File: src/rtl/cpu_pkg.sv
// -----------------------------------------------------------------------------
// cpu_pkg
// Shared constants and helpers for the multi-cycle CPU datapath.
//   CPU_WIDTH  : default datapath word width used by the channel selectors
//   CPU_NUM_CH : default number of selector channels
//   clog2()    : constant ceil(log2(value)); clog2(1) = 0
// -----------------------------------------------------------------------------
package cpu_pkg;

    localparam int CPU_WIDTH  = 6;
    localparam int CPU_NUM_CH = 4;

    function automatic int clog2(input int value);
        int r;
        r = 0;
        for (int i = 0; i < 31; i++) begin
            if ((1 << i) < value) begin
                r = i + 1;
            end
        end
        return r;
    endfunction

endpackage

File: src/rtl/rr_arbiter.sv
// -----------------------------------------------------------------------------
// rr_arbiter
// Purely combinational rotating-priority arbiter. The search starts at ptr and
// wraps modulo NUM_CH, so the first requester at or after ptr wins.
//   req       in  [NUM_CH]  per-channel request
//   ptr       in  [SEL_W]   channel with highest priority this cycle (< NUM_CH)
//   gnt_valid out           some channel is granted
//   gnt_idx   out [SEL_W]   index of the granted channel (0 when none)
// -----------------------------------------------------------------------------
module rr_arbiter #(
    parameter int NUM_CH = 4,
    parameter int SEL_W  = 2
) (
    input  logic [NUM_CH-1:0] req,
    input  logic [SEL_W-1:0]  ptr,
    output logic              gnt_valid,
    output logic [SEL_W-1:0]  gnt_idx
);

    // Explicit wrap against NUM_CH so non-power-of-two channel counts never
    // depend on SEL_W overflow.
    function automatic int wrap_idx(input int base, input int off);
        int s;
        s = base + off;
        return (s >= NUM_CH) ? s - NUM_CH : s;
    endfunction

    always_comb begin
        // NOTE: every output gets a default before the loop so no path leaves
        // it unassigned, which would otherwise infer a latch.
        gnt_valid = 1'b0;
        gnt_idx   = '0;
        for (int k = 0; k < NUM_CH; k++) begin
            if (!gnt_valid && req[wrap_idx(int'(ptr), k)]) begin
                gnt_valid = 1'b1;
                gnt_idx   = SEL_W'(wrap_idx(int'(ptr), k));
            end
        end
    end

endmodule

File: src/rtl/mux_arb_n.sv
// -----------------------------------------------------------------------------
// mux_arb_n
// N-channel, WIDTH-bit registered selector with a one-entry valid/ready output
// register. Channel choice is round-robin (ROUND_ROBIN=1) or by control
// (ROUND_ROBIN=0). A pop and an accept in the same cycle overlap, giving one
// word per cycle.
//   CLK        in               clock, rising edge
//   Reset      in               synchronous reset, active-high
//   in_valid   in  [NUM_CH]     per-channel request
//   in_data    in  [NUM_CH*W]   channel i at [i*WIDTH +: WIDTH]
//   in_ready   out [NUM_CH]     per-channel accept, one-hot or zero
//   control    in  [SEL_W]      channel select (fixed mode only)
//   out_valid  out              output register holds data
//   out_data   out [WIDTH]      registered selected data
//   out_ch     out [SEL_W]      channel that supplied out_data
//   out_ready  in               consumer takes out_data this cycle
// -----------------------------------------------------------------------------
module mux_arb_n
    import cpu_pkg::*;
#(
    parameter int WIDTH       = CPU_WIDTH,
    parameter int NUM_CH      = CPU_NUM_CH,
    parameter int SEL_W       = clog2(CPU_NUM_CH),
    parameter bit ROUND_ROBIN = 1'b1
) (
    input  logic                    CLK,
    input  logic                    Reset,
    input  logic [NUM_CH-1:0]       in_valid,
    input  logic [NUM_CH*WIDTH-1:0] in_data,
    output logic [NUM_CH-1:0]       in_ready,
    input  logic [SEL_W-1:0]        control,
    output logic                    out_valid,
    output logic [WIDTH-1:0]        out_data,
    output logic [SEL_W-1:0]        out_ch,
    input  logic                    out_ready
);

    logic              out_valid_q, out_valid_d;
    logic [WIDTH-1:0]  out_data_q,  out_data_d;
    logic [SEL_W-1:0]  out_ch_q,    out_ch_d;
    logic [SEL_W-1:0]  ptr_q,       ptr_d;

    logic              rr_valid;
    logic [SEL_W-1:0]  rr_idx;
    logic              fx_valid;
    logic              grant_valid;
    logic [SEL_W-1:0]  grant_idx;
    logic [WIDTH-1:0]  sel_data;
    logic              space;
    logic              accept;

    rr_arbiter #(
        .NUM_CH (NUM_CH),
        .SEL_W  (SEL_W)
    ) u_rr_arbiter (
        .req       (in_valid),
        .ptr       (ptr_q),
        .gnt_valid (rr_valid),
        .gnt_idx   (rr_idx)
    );

    // Fixed mode: compare against each legal index so an out-of-range
    // control never grants and never indexes past in_valid.
    always_comb begin
        fx_valid = 1'b0;
        for (int i = 0; i < NUM_CH; i++) begin
            if (control == SEL_W'(i) && in_valid[i]) begin
                fx_valid = 1'b1;
            end
        end
    end

    assign grant_valid = ROUND_ROBIN ? rr_valid : fx_valid;
    assign grant_idx   = ROUND_ROBIN ? rr_idx   : control;

    assign space  = !out_valid_q || out_ready;
    assign accept = space && grant_valid;

    always_comb begin
        sel_data = '0;
        in_ready = '0;
        for (int i = 0; i < NUM_CH; i++) begin
            if (grant_idx == SEL_W'(i)) begin
                sel_data    = in_data[i*WIDTH +: WIDTH];
                in_ready[i] = accept;
            end
        end
    end

    always_comb begin
        out_valid_d = out_valid_q;
        out_data_d  = out_data_q;
        out_ch_d    = out_ch_q;
        ptr_d       = ptr_q;
        if (accept) begin
            // A pop in the same cycle is covered here: new data replaces old.
            out_valid_d = 1'b1;
            out_data_d  = sel_data;
            out_ch_d    = grant_idx;
            ptr_d       = (grant_idx == SEL_W'(NUM_CH - 1)) ? '0 : grant_idx + 1'b1;
        end else if (out_valid_q && out_ready) begin
            out_valid_d = 1'b0;
        end
    end

    always_ff @(posedge CLK) begin
        // NOTE: state registers use non-blocking assignments so every register
        // samples pre-edge values regardless of statement order. The data
        // register is reset too, because out_data=0 after reset is visible.
        if (Reset) begin
            out_valid_q <= 1'b0;
            out_data_q  <= '0;
            out_ch_q    <= '0;
            ptr_q       <= '0;
        end else begin
            out_valid_q <= out_valid_d;
            out_data_q  <= out_data_d;
            out_ch_q    <= out_ch_d;
            ptr_q       <= ptr_d;
        end
    end

    assign out_valid = out_valid_q;
    assign out_data  = out_data_q;
    assign out_ch    = out_ch_q;

endmodule

File: config.mk
export PLATFORM = sky130hd
export DESIGN_NAME = mux_arb_n
export DESIGN_NICKNAME = d
export VERILOG_FILES = /design/src/rtl/cpu_pkg.sv /design/src/rtl/rr_arbiter.sv /design/src/rtl/mux_arb_n.sv
export SDC_FILE = /design/constraint.sdc
export NUM_CORES = 1
export LEC_CHECK = 0
export BUFFER_PORTS_ARGS = -buffer_cell sky130_fd_sc_hd__buf_2
export CAP_MARGIN = 20
export CORE_MARGIN = 2
export CORE_UTILIZATION = 30
export CTS_BUF_LIST = sky130_fd_sc_hd__clkbuf_2
export DETAILED_ROUTE_END_ITERATION = 10
export HOLD_SLACK_MARGIN = 0.06
export PLACE_DENSITY = 0.69
export SYNTH_ARGS = -nofsm -noshare
export SYNTH_HDL_FRONTEND = slang
export SYNTH_SLANG_ARGS = --single-unit
File: constraint.sdc
create_clock -name CLK -period 1.79 [get_ports CLK]
set_input_delay 0.179 -clock CLK [delete_from_list [all_inputs] [get_ports CLK]]
set_output_delay 0.179 -clock CLK [all_outputs]
set_load 0.01 [all_outputs]
# After elaboration in Yosys (flattened, before gate mapping)
# Cells that the tools add are included.
# W data, S select, Z words.
[totals]
register_bits = 11
input_bits = 33
out_inout_bits = 13
word_cells = 70
[op_classes]
add_sub_neg = 8
n_lt_le_gt_ge = 8
eq_ne = 3
n_mux = 35
reduce_logical = 12
[op_table]
columns = ["op", "count"]
rows = [
  ["$lt A32 B4 Y1 const B", 4],
  ["$mux W32", 4],
  ["$ge A32 B4 Y1 const B", 3],
  ["$sub A32 B4 Y32 const B", 3],
  ["$mux W6", 4],
  ["$mux W1", 18],
  ["$mux W2", 5],
  ["$bmux W1 S2", 4],
  ["$add A2 B2 Y3 const B", 2],
  ["$logic_and A1 B1 Y1", 5],
  ["$eq A2 B2 Y1 const B", 2],
  ["$logic_not A1 Y1", 4],
  ["$sub A2 B3 Y4 const B", 1],
  ["$add A2 B1 Y3 const B", 1],
  ["$ge A2 B3 Y1 const B", 1],
  ["$add A2 B1 Y2 const B", 1],
  ["$eq A2 B1 Y1 const B", 1],
  ["$logic_not A2 Y1", 1],
  ["$reduce_bool A2 Y1", 1],
  ["$logic_or A1 B1 Y1", 1],
]

# Depth between registers and ports, before layout
# Gate-level depths: netlist (run 1).
[depth]
ltp_word = 20
depth_mapped = 10
mapped_depth_nobuf = 9

# By module
# From an unflattened synthesis (run 1), not the netlist that was laid out.
[unflattened]
hier_cells = 101
area_unflattened_um2 = 788.3
[modules_own_cells]
columns = ["module", "n_inst", "cells_per_inst", "area_per_inst_um2", "seq_area_each_um2"]
rows = [
  ["mux_arb_n", 1, 86, 710.7, 220.2],
  ["rr_arbiter", 1, 15, 77.6, 0.0],
]

# Worst setup path after synthesis (run 1)
# Ideal clock, no wire load.
[synth_path]
path_type = "flip-flop to flip-flop"
from = "register ptr_q[1]"
to = "register out_data_q[4] (netlist: out_data[4])"
setup_time_ns = 0.078
arrival_ns = 1.892
t_required_ns = 1.712
setup_slack_ns = -0.180
path_stages_with_launch = 10
n_path_buf = 1
period_less_slack_ns = 1.970
cell_sequence = "dfxtp_1 mux2i_1 nor2_1 nor3_1 inv_1 ha_1 buf_2 a221oi_1 a211oi_1 nor3_1"
[synth_via]
elab_chain_cells = 20
word_cells_on_any_way = 50
classes_between = "add/sub (7); order compare (4); eq/ne (3); mux (28); reduce/logical (8)"
[synth_lines]
columns = ["element", "line_no", "rtl"]
rows = [
  ["start: declaration", "mux_arb_n.sv:41", "logic [SEL_W-1:0] ptr_q, ptr_d;"],
  ["start signal: assignment", "mux_arb_n.sv:119", "ptr_q <= ptr_d;"],
  ["branches (longest 14 deep; another with $sub A32 B4 Y32)", "-", ""],
  ["$mux W2 *", "rr_arbiter.sv:34", "if (!gnt_valid && req[wrap_idx(int'(ptr), k)]) begin"],
  ["named net grant_idx[0]", "mux_arb_n.sv:47", "logic [SEL_W-1:0] grant_idx;"],
  ["$logic_not A2 Y1", "mux_arb_n.sv:83", "if (grant_idx == SEL_W'(i)) begin"],
  ["$mux W6 (3 in series)", "mux_arb_n.sv:83", ""],
  ["$mux W6 *", "mux_arb_n.sv:83", ""],
  ["end signal: assignment", "mux_arb_n.sv:117", "out_data_q <= out_data_d;"],
  ["end: declaration", "mux_arb_n.sv:39", "logic [WIDTH-1:0] out_data_q, out_data_d;"],
]
# Mark *: on every way through the listed nets, which the timed path passes. The select of a mux whose other input is x is not followed.
# A chain may end at the register's enable or synchronous reset.

# Final worst setup path (run 1)
[layout_path]
from = "register ptr_q[1]"
to = "register out_data_q[5] (netlist: out_data[5])"
# Same word-level chain as after synthesis.

==> results of run 1 <==
==> kinds of logic after synthesis <==
kind of cell	Yosys count
and+or+nand+nor	35
AOI/OAI and AO/OA	30
buffers and inverters	16
DFF	11
adders and majority gates	4
muxes	1
==> layout by cell type, fill, tap and decap left out, drive strengths merged <==
master   n
nor2     8
ha       4
nand2b   1
inv     10
a21oi   14
buf     64
nor3     7
or4      1
o21a     1
clkbuf   4
a221oi   6
nand3b   7
a21o     1
dfxtp   11
a211oi   6
nor4     1
and2     5
o31ai    1
mux2i    1
nand2    5
o22ai    1
==> final cells by class <==
cell class	count	area, um^2	area share
Tap cell	30	37.5	0.0287
Timing Repair Buffer	64	390	0.298
Inverter	10	37.5	0.0287
Sequential cell	11	224	0.171
Clock buffer	4	20.0	0.0153
Multi-Input combinational cell	70	601	0.458
==> per-layer routing <==
metal | vias up | track usage | part of all wire
li1 | 471 | - | -
met1 | 446 | 0.220 | 0.43
met2 | 22 | 0.309 | 0.52
met3 | 2 | 0.00833 | 0.033
met4 | 0 | 0.100 | 0.011
met5 | - | 0 | 0
==> synthesized netlist by cell type <==
library cell,n,area share
a21oi_2,1,0.012
mux2i_1,1,0.013
a221oi_1,6,0.070
buf_6,1,0.015
nor2_1,8,0.040
and2_4,1,0.012
nand2_1,5,0.025
a21oi_1,13,0.087
clkbuf_1,3,0.015
dfxtp_1,11,0.29
or4_4,1,0.015
a211oi_1,6,0.060
buf_2,2,0.013
o21a_1,1,0.010
nand3b_1,7,0.070
nor4_2,1,0.017
nor3_1,7,0.047
nand2b_1,1,0.0083
a21o_1,1,0.010
o31ai_1,1,0.010
ha_1,4,0.067
o22ai_1,1,0.0083
and2_1,4,0.033
inv_1,10,0.050
==> sequential cells by signal (all words and copies together), names as in the netlist <==
name / count
out_ch: 2
out_data: 6
out_valid: 1
ptr_q: 2
==> power groups by stage <==
stage | Clock [mW] | Combinational (mW) | Sequential [mW]
finish | 0.141 | 0.543 | 0.300
global route | 0.159 | 0.586 | 0.305
CTS | 0.146 | 0.512 | 0.300
detailed placement | 0 | 0.367 | 0.307
global placement | 0 | 0.358 | 0.305
floorplan | 0 | 0.225 | 0.318
==> repair_timing <==
item,4_1_cts,5_1_grt
hold buffers,0,0
buffers inserted,11,1
endpoints found under the setup margin,10,10
pin swaps,23,6
gates resized for setup,30,3
==> through the flow <==
| stage | total power [mW] | instances | hold WS, ps | setup TNS [ps] | area [um^2] |
|---|---|---|---|---|---|
| 4_1_cts | 0.958 | 188 | 169 | -1470 | 1290 |
| 5_1_grt | 1.05 | 189 | 176 | -2850 | 1310 |
| 3_3_place_gp | 0.663 | 173 | 456 | -875 | 1050 |
| 6_report | 0.985 | 189 | 189 | -1760 | 1310 |
| 3_5_place_dp | 0.674 | 173 | 461 | -1410 | 1050 |
| 2_1_floorplan | 0.543 | 97 | 355 | 0 | 768 |
==> critical path, delay by kind of cell (launching register included) <==
family | cells | cell delay (ps)
AOI/OAI and AO/OA | 3 | 560
adders and majority gates | 1 | 180
buffers and inverters | 2 | 270
DFF | 1 | 380
and+or+nand+nor | 4 | 590
==> path summary, 6_finish.rpt <==
kind | slack [ps] | depth (start not counted) | from | end
max | -300 | 10 | ptr_q[1] | out_data[5]
min | 190 | 4 | out_ready | out_valid
max reg2reg | -300 | 10 | ptr_q[1] | out_data[5]
min reg2reg | 480 | 2 | out_ch[0] | out_ch[0]
==> flow_metrics.py, run 1 <==
metrics = {
    "status": {
        "status": "finished with violations",
        "violations": "negative setup slack",
    },
    "detailed_routing": {
        "ant_nets": 0,
        "firstDrtPassIters": 4,
        "vias_per_cell": 4.98,
        "drc_errors": 0,
        "wire_per_inst_um": 13.2,
        "vias": 941,
        "drt-initial-drc-count": 12,
        "routed_wl_um": 2500,
    },
    "finish": {
        "syn_to_final_growth_pct": 74.5,
        "nNetsFinal": 197,
        "antenna_cells": 0,
        "fin_util": 0.539,
        "fill_cells": 227,
        "drive_above_1_share": 0.610,
    },
    "logic_synthesis": {
        "synth_top_family_by_area": "compound AO/OA/AOI/OAI gates",
        "yosys_warnings": 0,
        "netlist_instances": 97,
        "synth_compound_area_frac": 0.267,
        "synth_cell_type_count": 24,
        "synth_area_per_cell_um2": 7.74,
        "synth_adder_area_share": 0.0667,
        "synth-seq-area-share": 0.293,
        "yosys_register_bits": 11,
        "syn-num-nets": 134,
        "synthSimpleGateAreaFrac": 0.267,
        "synth_area_um2": 751,
        "muxShareOfSynthArea": 0.0133,
        "synth_xor_area_frac": 0,
    },
    "floorplan": {
        "die_y_um": 54.0,
        "dieArea_mm2": 0.00292,
        "core_area_mm2": 0.00243,
        "initial_utilization": 0.309,
        "pin_count": 46,
        "num_rows": 18,
        "fp.dieW_um": 54.0,
    },
    "clocking": {
        "worstSkewPairLatency_ps": 260,
        "cts_sinks": 11,
        "cts_buffers": 3,
        "clockBufferDepth": 2,
        "cts_tree": "built",
        "cts_root_buf": "clkbuf_2",
        "htreeDepth": 1,
        "cts.clk_slew.worst_paths_ps": 120,
    },
    "placed_design": {
        "post-dp-hpwl_um": 1620,
        "place_ws_ps": -230,
        "numPortBuffers": 43,
        "gp_congestion": 0.783,
    },
    "power": {
        "power.leakage_nw": 0.623,
        "powerDensity_mw_per_mm2": 752,
        "p_sw_frac": 0.371,
        "seq_power_share": 0.305,
        "peakVddDrop_uv": 392,
        "p_switching_mw": 0.366,
        "combPwrFrac": 0.552,
        "clockPowerShare": 0.143,
        "intPower_mw": 0.619,
    },
    "sta": {
        "rsz0062_at_grt": "yes",
        "drv_slew": 0,
        "final.min_clock_period_ps": 2090,
        "finalCritPeriodShare": 1.17,
        "max_freq_mhz": 478,
        "worst_pin_slew_ps": 904,
        "slew_headroom": 0.397,
        "hold_viol": 0,
        "setup_slack_ps": -303,
        "clock-skew-final_ps": 21.0,
        "setup_viol": 10,
    },
    "global_route": {
        "antenna_found_initial": 0,
        "grt_max_degree": 13,
        "grt_pass1_vias": 865,
        "grt.overflow.total": 0,
        "grt_pass1_wl_um": 3740,
        "groute.usage.overall": 0.179,
    },
    "worst_setup_path": {
        "cp_data_required_time_ps": 1950,
        "worst_path_most_repeated_cell": "nor3_2",
        "critPathMaxStageDelay_ps": 380,
        "cp_cell_sequence": "nand2b_1 -> a21oi_2 -> nor3_2 -> buf_4 -> ha_4 -> buf_6 -> nand3b_1 -> a221oi_2 -> a211oi_2 -> nor3_2",
        "critPathKind": "flop to flop",
        "cp_max_fo": 8,
        "arrival_ps": 2260,
        "end_kind": "flop",
        "slowest_stage": "dfxtp_4",
        "critPathLaunchType": "flop",
    },
    "flow_run": {
        "drv_cap": 0,
    },
    "min_path": {
        "min-delay-path-class": "primary input to flop",
    },
}
(Power assumes the default switching activity.)
==> run 2, diff against run 1 <==
--- a/config.mk
+++ b/config.mk
@@ -5,6 +5,7 @@
 export SDC_FILE = /design/constraint.sdc
 export NUM_CORES = 1
 export LEC_CHECK = 0
+export ABC_AREA = 1
 export BUFFER_PORTS_ARGS = -buffer_cell sky130_fd_sc_hd__buf_2
 export CAP_MARGIN = 20
 export CORE_MARGIN = 2
@@ -12,7 +13,7 @@
 export CTS_BUF_LIST = sky130_fd_sc_hd__clkbuf_2
 export DETAILED_ROUTE_END_ITERATION = 10
 export HOLD_SLACK_MARGIN = 0.06
-export PLACE_DENSITY = 0.69
+export PLACE_DENSITY = 0.64
 export SYNTH_ARGS = -nofsm -noshare
 export SYNTH_HDL_FRONTEND = slang
 export SYNTH_SLANG_ARGS = --single-unit
==> flow_metrics.py, run 2 <==
metrics = {
    "clocking": {
        "clockBufferDepth": 2,
        "worstSkewPairLatency_ps": 280,
        "cts_sinks": 11,
        "htreeDepth": 1,
        "cts_buffers": 3,
        "cts_root_buf": "clkbuf_2",
        "cts_tree": "built",
        "cts.clk_slew.worst_paths_ps": 130,
    },
    "global_route": {
        "grt_pass1_wl_um": 4950,
        "antenna_found_initial": 0,
        "grt.overflow.total": 0,
        "grt_max_degree": 17,
        "grt_pass1_vias": 1189,
        "groute.usage.overall": 0.153,
    },
    "finish": {
        "layout_commonest_cell": "buf_2",
        "largest_reg_flops": 6,
        "seqCellArea_um2": 228,
        "fin_cells": 281,
        "fin_area_mm2": 0.00175,
        "multi_input_area_um2": 913,
        "nNetsFinal": 273,
        "fin_util": 0.532,
        "most-common-layout-cells": "buf_2, nand2_1, nand2_2, nor2_1, buf_4",
        "drive_above_1_share": 0.600,
        "syn_to_final_growth_pct": 72.5,
        "antenna_cells": 0,
        "fill_cells": 331,
    },
    "status": {
        "status": "finished with violations",
        "violations": "negative setup slack",
    },
    "worst_setup_path": {
        "worst_path_most_repeated_cell": "nand2_2",
        "critPathMaxStageDelay_ps": 390,
        "reg2reg_depth": 19,
        "critPathKind": "flop to output pin",
        "critPathLaunchType": "flop",
        "r2r_setup_slack_ps": -420,
        "arrival_ps": 2040,
        "rr_startpoint": "ptr_q[0]",
        "r2r_end": "out_data[3]",
        "cp_data_required_time_ps": 1610,
        "cp_max_fo": 6,
        "worst-path-buf-inv": 5,
        "end_kind": "output pin",
        "slowest_stage": "dfxtp_4",
        "cp_cell_sequence": "buf_8 -> nand2_2 -> nand2_2 -> nand2_2 -> nand2_4 -> nor2_8 -> nand3_2 -> nand3_2 -> nand2_4 -> inv_4 -> ha_4 -> inv_4 -> buf_6 -> nor2_1 -> buf_2",
        "cpLargestDelayFamily": "simple AND/OR/NAND/NOR gates",
    },
    "placed_design": {
        "post-dp-hpwl_um": 2060,
        "gp_congestion": 0.755,
        "place_inst": 267,
        "place_area_mm2": 0.00144,
        "numPortBuffers": 43,
    },
    "sta": {
        "setup_slack_ps": -433,
        "drv_slew": 0,
        "hold_viol": 0,
        "clock-skew-final_ps": 11.5,
        "tns_ps": -4040,
        "slew_headroom": 0.791,
        "rsz0062_at_grt": "yes",
        "max_freq_mhz": 450,
        "worst_pin_slew_ps": 312,
        "setup_viol": 11,
        "finalCritPeriodShare": 1.24,
        "final.min_clock_period_ps": 2220,
    },
    "logic_synthesis": {
        "synth_cell_type_count": 24,
        "synth_top_cell_area_share": 0.226,
        "synth_area_per_cell_um2": 5.96,
        "synthTopCellsByArea": "nand2_1, dfxtp_1, nor2_1",
        "synth_ff_type": "dfxtp_1",
        "yosysTopAreaCell": "nand2_1",
        "syn-num-nets": 207,
        "synth-seq-area-share": 0.217,
        "ys_top_cells_by_count": "nand2_1, nor2_1, inv_1",
        "netlist_instances": 170,
        "yosys_warnings": 0,
        "yosys_register_bits": 11,
        "synth_area_mm2": 0.00101,
        "synth.most_common_cell": "nand2_1",
        "synthArstFlopShare": 0,
        "synth_edf_count": 0,
    },
    "floorplan": {
        "initial_utilization": 0.309,
        "die_y_um": 62.1,
        "num_rows": 21,
        "pin_count": 46,
        "core_area_mm2": 0.00328,
        "fp.dieW_um": 62.1,
        "dieArea_mm2": 0.00386,
    },
    "min_path": {
        "hold_end": "out_data[2]",
        "worstHoldPathCells": 5,
        "min-delay-path-class": "primary input to flop",
        "min-delay-start": "in_data[20]",
    },
    "detailed_routing": {
        "routed_wl_um": 2980,
        "wire_per_inst_um": 10.6,
        "drt-initial-drc-count": 23,
        "firstDrtPassIters": 4,
        "met1Wirelength_um": 1400,
        "ant_nets": 0,
        "dr_wl_met2_um": 1430,
        "drc_errors": 0,
        "vias_per_cell": 4.36,
        "top_layer": "met4",
        "vias": 1226,
        "dr_wl_met3_um": 136,
    },
    "power": {
        "power.leakage_nw": 0.921,
        "combPwrFrac": 0.864,
        "p_switching_mw": 2.13,
        "design_power_total_mw": 4.18,
        "powerDensity_mw_per_mm2": 2390,
        "seq_power_share": 0.101,
        "intPower_mw": 2.05,
        "clockPowerShare": 0.035,
        "peakVddDrop_uv": 705,
        "p_sw_frac": 0.510,
    },
    "flow_run": {
        "drv_cap": 0,
    },
}
run 2: cell types whose count changed after synthesis, sizes merged, moves of 2 or more:
| cell | before | now |
|---|---|---|
| nand3b | 7 | 0 |
| o21ai | 0 | 15 |
| and2 | 5 | 0 |
| nand3 | 0 | 8 |
| clkinv | 0 | 2 |
| nor3 | 7 | 0 |
| inv | 10 | 19 |
| nor2 | 8 | 25 |
| a211oi | 6 | 0 |
| a221oi | 6 | 0 |
| a21oi | 14 | 9 |
| nand2 | 5 | 71 |
run 2: cell type report:
| cell class | count | area share |
|---|---|---|
| Clock buffer | 3 | 0.00859 |
| Clock inverter | 1 | 0.00286 |
| Inverter | 21 | 0.0565 |
| Multi-Input combinational cell | 134 | 0.523 |
| Sequential cell | 11 | 0.130 |
| Tap cell | 46 | 0.0329 |
| Timing Repair Buffer | 65 | 0.246 |
run 2: worst max-delay path by stage:
| stage | start | to | slack [ps] | cells after the start |
|---|---|---|---|---|
| after global placement | ptr_q[0] | out_data[4] | -310 | 19 |
| after global routing | ptr_q[0] | out_data[5] | -620 | 19 |
| final | ptr_q[0] | in_ready[2] | -430 | 15 |
| after floorplan | ptr_q[0] | out_data[2] | -220 | 21 |
| after CTS | ptr_q[0] | in_ready[2] | -430 | 14 |
| after detailed placement | ptr_q[0] | out_data[4] | -350 | 19 |
run 2: kinds of logic after synthesis:
| kind of cell | Yosys count | synth area share |
|---|---|---|
| flops | 11 | 0.217 |
| simple gates | 105 | 0.491 |
| compound gates | 25 | 0.132 |
| fa+ha+maj | 4 | 0.0494 |
| buf+inv | 25 | 0.110 |
run 2: metrics by stage:
step                hold WS (ps)  setup slack, ps
global placement             355             -306
finish                       222             -433
detailed placement           353             -354
CTS                          201             -426
global route                 220             -619
floorplan                    241             -216
run 2: tightest hold or removal path: stages:
cell	delay (ps)
buf_2	80
o21ai_2	60
nand2_2	60
nand2_2	40
nor2_2	60
run 2: power groups by stage:
stage / sequential (mW) / clock, mW / combinational [mW]
2_1_floorplan: 0.445 / 0 / 1.99
5_1_grt: 0.436 / 0.172 / 4.02
6_report: 0.421 / 0.148 / 3.61
3_3_place_gp: 0.403 / 0 / 2.72
3_5_place_dp: 0.405 / 0 / 2.75
4_1_cts: 0.408 / 0.157 / 3.25
run 2: routing by layer:
layer | global-route usage | vias up
met1 | 0.195 | 524
met5 | 0 | -
met2 | 0.264 | 37
li1 | - | 663
met3 | 0.0326 | 2
met4 | 0.0389 | 0
run 2: timing repair:
item | CTS | global route
hold buffers | 1 | 0
hold endpoints to repair | 1 | 0
resized for setup | 39 | 28
setup endpoints to repair | 11 | 13
setup buffers | 4 | 5
pin swaps | 19 | 21
==> run 3, diff against run 2 <==
--- a/config.mk
+++ b/config.mk
@@ -8,12 +8,15 @@
 export ABC_AREA = 1
 export BUFFER_PORTS_ARGS = -buffer_cell sky130_fd_sc_hd__buf_2
 export CAP_MARGIN = 20
+export CELL_PAD_IN_SITES_DETAIL_PLACEMENT = 1
+export CELL_PAD_IN_SITES_GLOBAL_PLACEMENT = 1
 export CORE_MARGIN = 2
-export CORE_UTILIZATION = 30
+export CORE_UTILIZATION = 28
 export CTS_BUF_LIST = sky130_fd_sc_hd__clkbuf_2
+export CTS_CLUSTER_DIAMETER = 30
 export DETAILED_ROUTE_END_ITERATION = 10
 export HOLD_SLACK_MARGIN = 0.06
-export PLACE_DENSITY = 0.64
+export PLACE_DENSITY = 0.84
 export SYNTH_ARGS = -nofsm -noshare
 export SYNTH_HDL_FRONTEND = slang
 export SYNTH_SLANG_ARGS = --single-unit
==> flow_metrics.py, run 3 (synthesis results as in run 2) <==
metrics = {
    "global_route": {
        "grt_pass1_wl_um": 5360,
        "grt_max_degree": 17,
        "antenna_found_initial": 0,
        "grt_pass1_vias": 1224,
        "grt.overflow.total": 0,
        "groute.usage.overall": 0.158,
    },
    "floorplan": {
        "initial_utilization": 0.297,
        "pin_count": 46,
        "die_y_um": 64.2,
        "num_rows": 21,
        "dieArea_mm2": 0.00412,
        "fp.dieW_um": 64.2,
        "core_area_mm2": 0.00342,
    },
    "clocking": {
        "cts_sinks": 11,
        "cts.clk_slew.worst_paths_ps": 130,
        "clockBufferDepth": 2,
        "cts_root_buf": "clkbuf_2",
        "worstSkewPairLatency_ps": 270,
        "cts_tree": "built",
        "cts_buffers": 3,
        "htreeDepth": 1,
    },
    "power": {
        "peakVddDrop_uv": 678,
        "powerDensity_mw_per_mm2": 2370,
        "power.leakage_nw": 0.912,
        "design_power_total_mw": 4.07,
    },
    "worst_setup_path": {
        "critPathLaunchType": "flop",
        "r2r_setup_slack_ps": -470,
        "end_kind": "flop",
        "cp_max_fo": 7,
        "arrival_ps": 2420,
        "critPathKind": "flop to flop",
        "reg2reg_depth": 19,
        "cp_data_required_time_ps": 1950,
    },
    "finish": {
        "fin_util": 0.503,
        "largest_reg_flops": 6,
        "syn_to_final_growth_pct": 69.5,
        "fin_cells": 279,
        "layout_commonest_cell": "buf_2",
        "drive_above_1_share": 0.567,
        "most-common-layout-cells": "buf_2, nand2_1, nor2_1, nand2_2, buf_4",
        "antenna_cells": 0,
        "nNetsFinal": 271,
    },
    "detailed_routing": {
        "routed_wl_um": 3390,
        "wire_per_inst_um": 12.2,
        "drt-initial-drc-count": 52,
        "firstDrtPassIters": 4,
        "ant_nets": 0,
        "vias": 1260,
        "drc_errors": 0,
        "vias_per_cell": 4.52,
    },
    "min_path": {
        "min-delay-path-class": "primary input to flop",
        "worstHoldPathCells": 4,
    },
    "sta": {
        "max_freq_mhz": 443,
        "rsz0062_at_grt": "yes",
        "finalCritPeriodShare": 1.26,
        "tns_ps": -4250,
        "slew_headroom": 0.803,
        "setup_slack_ps": -465,
        "worst_pin_slew_ps": 294,
        "final.min_clock_period_ps": 2260,
        "worst_hold_slack_ps": 226,
        "drv_slew": 0,
        "setup_viol": 12,
        "hold_viol": 0,
        "clock-skew-final_ps": 19.5,
    },
    "placed_design": {
        "post-dp-hpwl_um": 2510,
        "numPortBuffers": 43,
        "gp_congestion": 0.815,
        "place_inst": 265,
    },
    "flow_run": {
        "drv_cap": 0,
    },
    "status": {
        "status": "finished with violations",
        "violations": "negative setup slack",
    },
}
-- run 3: final timing paths --
| check | from | endpoint |
|---|---|---|
| max | ptr_q[0] | out_data[2] |
| min | out_ready | out_valid |
| max reg2reg | ptr_q[0] | out_data[2] |
| min reg2reg | out_data[0] | out_data[0] |
-- run 3: repair_timing --
action / CTS / global route
pin swaps: 27 / 11
hold endpoints to repair: 1 / 0
endpoints found under the setup margin: 11 / 13
gates resized for setup: 35 / 26
buffers inserted: 5 / 4
hold buffers: 1 / 0
-- run 3: cell type report --
class	count	area, um^2
tap	46	57.6
sequential	11	228
fill	451	1700
clock buffer	4	20.0
multi-input combinational	134	906
inverter	21	101
timing repair buffer	63	405
-- run 3: metal layers --
metal,share of wire,vias up,track usage
met3,0.040,2,0.0123
met1,0.45,572,0.202
met2,0.51,30,0.281
met5,0,-,0
li1,-,656,-
met4,0.0041,0,0.0479
-- run 3: power breakdown --
part	switching (mW)	internal [mW]
registers	0.0725	0.354
logic	1.98	1.51
clock network	0.0896	0.0592
total	2.14	1.92
-- run 3: worst max-delay path, cell delays in order (launching register included) --
cell	delay, ps
dfxtp_4	390
buf_6	130
nand2_4	60
nand2_4	80
nand2_4	80
nand2_4	60
nor2_8	130
nand4_1	160
nand2_4	160
inv_4	60
ha_4	190
buf_4	140
a21oi_2	90
nand2_1	60
o21ai_1	60
nand2_1	70
o21ai_2	60
nand2_2	60
nand2_2	60
nor2_2	30
-- run 3: metrics by stage --
stage	setup slack, ps	instance area [um^2]
floorplan	-216	1110
global placement	-341	1420
detailed placement	-401	1420
CTS	-424	1600
global route	-646	1720
finish	-465	1720
